File: config.mk
export PLATFORM = sky130hd
export DESIGN_NAME = seq_mul_digit
export DESIGN_NICKNAME = d
export VERILOG_FILES = /design/src/rtl/seq_mul_pkg.sv /design/src/rtl/digit_mul_2x2.sv /design/src/rtl/seq_mul_digit.sv
export SDC_FILE = /design/constraint.sdc
export NUM_CORES = 1
export LEC_CHECK = 0
export BUFFER_PORTS_ARGS = -buffer_cell sky130_fd_sc_hd__clkbuf_2
export CORE_AREA = 5 5 91 93
export CTS_BUF_LIST = sky130_fd_sc_hd__clkbuf_8
export DETAILED_ROUTE_END_ITERATION = 7
export DIE_AREA = 0 0 96 98
export PLACE_DENSITY = 0.62
export RECOVER_POWER = 100
export SYNTH_ARGS = -nofsm -noshare
export SYNTH_HDL_FRONTEND = slang
export SYNTH_SLANG_ARGS = --single-unit
File: constraint.sdc
create_clock -name clk -period 10.4 [get_ports clk]
set_clock_uncertainty 0.05 [all_clocks]
set_input_delay 0.52 -clock clk [delete_from_list [all_inputs] [get_ports clk]]
set_output_delay 0.52 -clock clk [all_outputs]
set_load 0.005 [all_outputs]
File: src/rtl/seq_mul_pkg.sv
// Shared types and helpers for the digit-serial multiplier.
//   SEQ_MUL_N_DEFAULT : default operand width
//   state_t           : control FSM encoding (IDLE, RUN, HOLD)
//   idx_width()       : bit width of a digit index for an N-bit operand
package seq_mul_pkg;

  localparam int unsigned SEQ_MUL_N_DEFAULT = 8;

  typedef enum logic [1:0] {
    S_IDLE = 2'd0,
    S_RUN  = 2'd1,
    S_HOLD = 2'd2
  } state_t;

  // clog2 of the digit count, never narrower than one bit
  function automatic int unsigned idx_width(input int unsigned n);
    int unsigned d;
    d = n / 2;
    return (d <= 2) ? 1 : $clog2(d);
  endfunction

endpackage

File: src/rtl/digit_mul_2x2.sv
// Combinational 2-bit x 2-bit unsigned multiplier.
//   x, y : 2-bit digits
//   p    : 4-bit product (max 9)
module digit_mul_2x2 (
  input  logic [1:0] x,
  input  logic [1:0] y,
  output logic [3:0] p
);

  logic pp00, pp01, pp10, pp11;
  logic c1;

  // partial products
  assign pp00 = x[0] & y[0];
  assign pp01 = x[1] & y[0];
  assign pp10 = x[0] & y[1];
  assign pp11 = x[1] & y[1];

  // half-adder on the weight-2 column, then half-adder into weight 4
  assign p[0] = pp00;
  assign p[1] = pp01 ^ pp10;
  assign c1   = pp01 & pp10;
  assign p[2] = pp11 ^ c1;
  assign p[3] = pp11 & c1;

endmodule

File: src/rtl/seq_mul_digit.sv
// Sequential N x N unsigned multiplier, one 2x2 digit product per clock.
//   clk, rst           : clock, asynchronous active-high reset
//   in_valid, in_ready : operand handshake (a, b accepted in IDLE)
//   a, b               : N-bit unsigned operands
//   out_valid,out_ready: result handshake (held in HOLD)
//   out                : 2N-bit product, stable until the next completion
module seq_mul_digit
  import seq_mul_pkg::*;
#(
  parameter int unsigned N = SEQ_MUL_N_DEFAULT
) (
  input  logic           clk,
  input  logic           rst,
  input  logic           in_valid,
  output logic           in_ready,
  input  logic [N-1:0]   a,
  input  logic [N-1:0]   b,
  output logic           out_valid,
  input  logic           out_ready,
  output logic [2*N-1:0] out
);

  localparam int unsigned D  = N / 2;
  localparam int unsigned IW = idx_width(N);
  localparam int unsigned AW = 2 * N;

  state_t          state;
  logic [N-1:0]    a_q, b_q;
  logic [AW-1:0]   acc;
  logic [IW-1:0]   i, j;

  logic [1:0]      a_dig, b_dig;
  logic [3:0]      p;
  logic [IW:0]     ij;
  logic [AW-1:0]   acc_nxt;
  logic            j_last, i_last;

  // current digit pair; i walks a, j walks b
  assign a_dig = a_q[{i, 1'b0} +: 2];
  assign b_dig = b_q[{j, 1'b0} +: 2];

  digit_mul_2x2 u_dmul (
    .x (a_dig),
    .y (b_dig),
    .p (p)
  );

  // weight of the digit product is 4^(i+j)
  always_comb begin
    ij      = (IW + 1)'(i) + (IW + 1)'(j);
    acc_nxt = acc + (AW'(p) << {ij, 1'b0});
    j_last  = (j == IW'(D - 1));
    i_last  = (i == IW'(D - 1));
  end

  // control FSM, counters and accumulator
  always_ff @(posedge clk or posedge rst) begin
    if (rst) begin
      state     <= S_IDLE;
      in_ready  <= 1'b1;
      out_valid <= 1'b0;
      out       <= '0;
      acc       <= '0;
      a_q       <= '0;
      b_q       <= '0;
      i         <= '0;
      j         <= '0;
    end else begin
      case (state)
        S_IDLE: begin
          if (in_valid && in_ready) begin
            a_q      <= a;
            b_q      <= b;
            acc      <= '0;
            i        <= '0;
            j        <= '0;
            in_ready <= 1'b0;
            state    <= S_RUN;
          end
        end
        S_RUN: begin
          acc <= acc_nxt;
          if (j_last) begin
            j <= '0;
            i <= i_last ? '0 : i + IW'(1);
          end else begin
            j <= j + IW'(1);
          end
          // final digit pair: publish the completed sum
          if (i_last && j_last) begin
            out       <= acc_nxt;
            out_valid <= 1'b1;
            state     <= S_HOLD;
          end
        end
        S_HOLD: begin
          if (out_ready) begin
            out_valid <= 1'b0;
            in_ready  <= 1'b1;
            state     <= S_IDLE;
          end
        end
        default: begin
          state     <= S_IDLE;
          in_ready  <= 1'b1;
          out_valid <= 1'b0;
        end
      endcase
    end
  end

endmodule

==> results.toml <==
[floorplan]
ios = 38
die_x_um = 96
start_util_pct = 43.0
rows = 32
die-area_mm2 = 0.00941
coreArea_mm2 = 0.00745
die_height_um = 98

[clocking]
clk_pin_slew_ns = 0.10
clock_latency_ns = 0.31
cts_resized = 0
clock-sinks = 56
postCtsSetupBuffers = 0
cts_buffers = 5
cts_hold_buf = 0
cts_max_level = 2
cts.path.max_buffers = 2
cts_tree = "done"
clockRootBuffer = "clkbuf_8"

[pwr]
finalPower_mw = 0.864
power_density_mw_per_mm2 = 243
ir_drop_v = 0.0000984
power.leakage_nw = 1.64

[synthesis]
syn_avg_cell_area_um2 = 9.92
synth_top_area_share_pct = 43.0
syn_nets = 366
synthTopCellsByArea = "dfrtp_1 43%, ha_1 8.2%, mux2_2 6.0%"
synth-async-reset-ratio_pct = 100
syn_inst = 323
yosysUniqueCellTypes = 43
ys_seq_area_share_pct = 43.8
synth_edf_count = 0
synth-seq-cells = 56
ys.flop_type = "dfrtp_1"
synth_warnings = 0
synth_top_area_cell = "dfrtp_1"
syn_area_mm2 = 0.00320

[global_route]
grt.overflow.total = 0
grt_pass1_wl_um = 11500
grt_pass1_vias = 2490
grt_antenna_before_repair = 0
gr-usage-all-layers_pct = 15.4
grt_max_degree = 57

[place]
io_buffers = 37
dp_hpwl_um = 4920
routabilityCongestion = 0.882

[timing]
whs_ns = 0.385
timing.fmax_mhz = 242
finalMaxSlewViolations = 91
worst_slew_pin_slew_ns = 3.00
relSlewSlack_pct = -100
hold_violations = 0
fin_crit_sh_pct = 39.7
finalSetupViolCount = 0
tns_ns = 0
rsz0062_at_grt = "false"
layout_min_cycle_time_ns = 4.13

[setup_path]
rrSetupSlack_ns = 6.27
criticalPathCategory = "reg2reg"
start_kind = "register"
worstPathMaxFanout = 6
cp.arrival_ns = 4.29
worst_setup_path_end_kind = "register"
required_ns = 10.57

[detailed_routing]
ant_nets = 0
routed_via_density = 5.22
drt_iter0_drc = 138
drt_pass1_iterations = 4
drc = 0
routed_wl_um = 6670
num_vias = 2389
routedWlPerCell_um = 14.6

[cells_and_area]
final_cell_mix = "55 x dfrtp_1, 46 x nand2_1, 34 x clkbuf_2"
n_antenna_cell = 0
mostFrequentLayoutCell = "dfrtp_1"
syn2layout_area_growth_pct = 11.1
finalCoreUtilization_pct = 47.8
post_route_cells_drive_above_1_share_pct = 18.8
final_nets = 398

[run_status]
outcome = "complete, but fails checks"
failed_checks = "max-capacitance violations, max-slew violations"

[hold_path]
hold_class = "in2reg"

[flow_run]
maxCapViolations = 2
==> sequential cells by signal, indices dropped and copies added, names as in the netlist <==
register   flops
a_q            8
acc           16
b_q            8
i              2
in_ready       1
j              2
out           16
out_valid      1
state          2
==> power breakdown <==
part / internal, mW / switching (mW)
clock network: 0.0534 / 0.0719
registers: 0.295 / 0.0556
logic: 0.174 / 0.215
==> routing by layer <==
metal | wire length [um] | track usage, % | vias up
met5 | 0 | 0 | -
met4 | 150 | 5.58 | 0
met3 | 233 | 3.31 | 10
met2 | 3210 | 25.3 | 49
met1 | 3070 | 19.6 | 1120
li1 | - | - | 1210
==> layout make-up <==
class | instances | area (um^2)
well taps | 102 | 128
inverters | 10 | 37.5
clock inverters | 2 | 10.0
multi-input cells | 243 | 1710
flip-flops and latches | 56 | 1400
clock buffers | 6 | 82.6
fillers | 754 | 3890
repair buffers | 39 | 189
==> kinds of logic after synthesis <==
family                     after synthesis  synth area share, %
adders and majority gates               23                 9.45
muxes                                   26                 10.5
AOI/OAI and AO/OA                       80                 15.0
and+or+nand+nor                         99                 14.2
xor gates and xnor gates                15                 4.10
DFF                                     56                 43.8
buffers and inverters                   24                 2.93
==> critical path: stages (launching register included) <==
cell and delay, ns:
dfrtp_1 0.48, mux4_2 0.54, and2_0 0.18, ha_1 0.20
ha_1 0.30, nor2b_1 0.14, a31oi_1 0.31, nor2_1 0.08
ha_1 0.32, nor2b_1 0.15, a311o_1 0.43, a211o_1 0.36
mux2_1 0.35, o21ai_0 0.16
==> cell usage after synthesis (all sizes together), types with 2 or more instances <==
cell    number
mux4         4
a21o         2
nor3         3
a21oi       16
inv         10
xnor2        8
buf          4
o211ai       2
nor2b        7
o31ai        2
and2         3
mux2        18
a32o         2
ha          21
nand3        3
clkbuf      10
nor2        20
xor2         7
dfrtp       55
a31oi        6
o21a         3
fa           2
o21ai       26
nand2b      10
o22ai       16
nand2       46
or2          2
mux2i        4
==> worst paths after layout <==
kind	cells past startpoint	start	to
setup / recovery	13	i[0]$_DFFE_PP0P_	acc[15]$_DFFE_PP0P_
hold / removal	2	b[7]	b_q[7]$_DFFE_PP0P_
setup reg to reg	13	i[0]$_DFFE_PP0P_	acc[15]$_DFFE_PP0P_
hold reg to reg	2	out[12]$_DFFE_PP0P_	out[12]$_DFFE_PP0P_
max in group asynchronous	3	rst	acc[13]$_DFFE_PP0P_
min in group asynchronous	3	rst	acc[1]$_DFFE_PP0P_
==> stage by stage <==
step / cell area (um^2) / setup slack [ns] / cells
2_1_floorplan: 3200 / 6.67 / 323
3_3_place_gp: 3480 / 6.43 / 450
5_1_grt: 3560 / 6.01 / 458
6_report: 3560 / 6.27 / 458
3_5_place_dp: 3480 / 6.33 / 450
4_1_cts: 3570 / 6.31 / 458
Note: power is estimated with default switching activity, not from simulation.
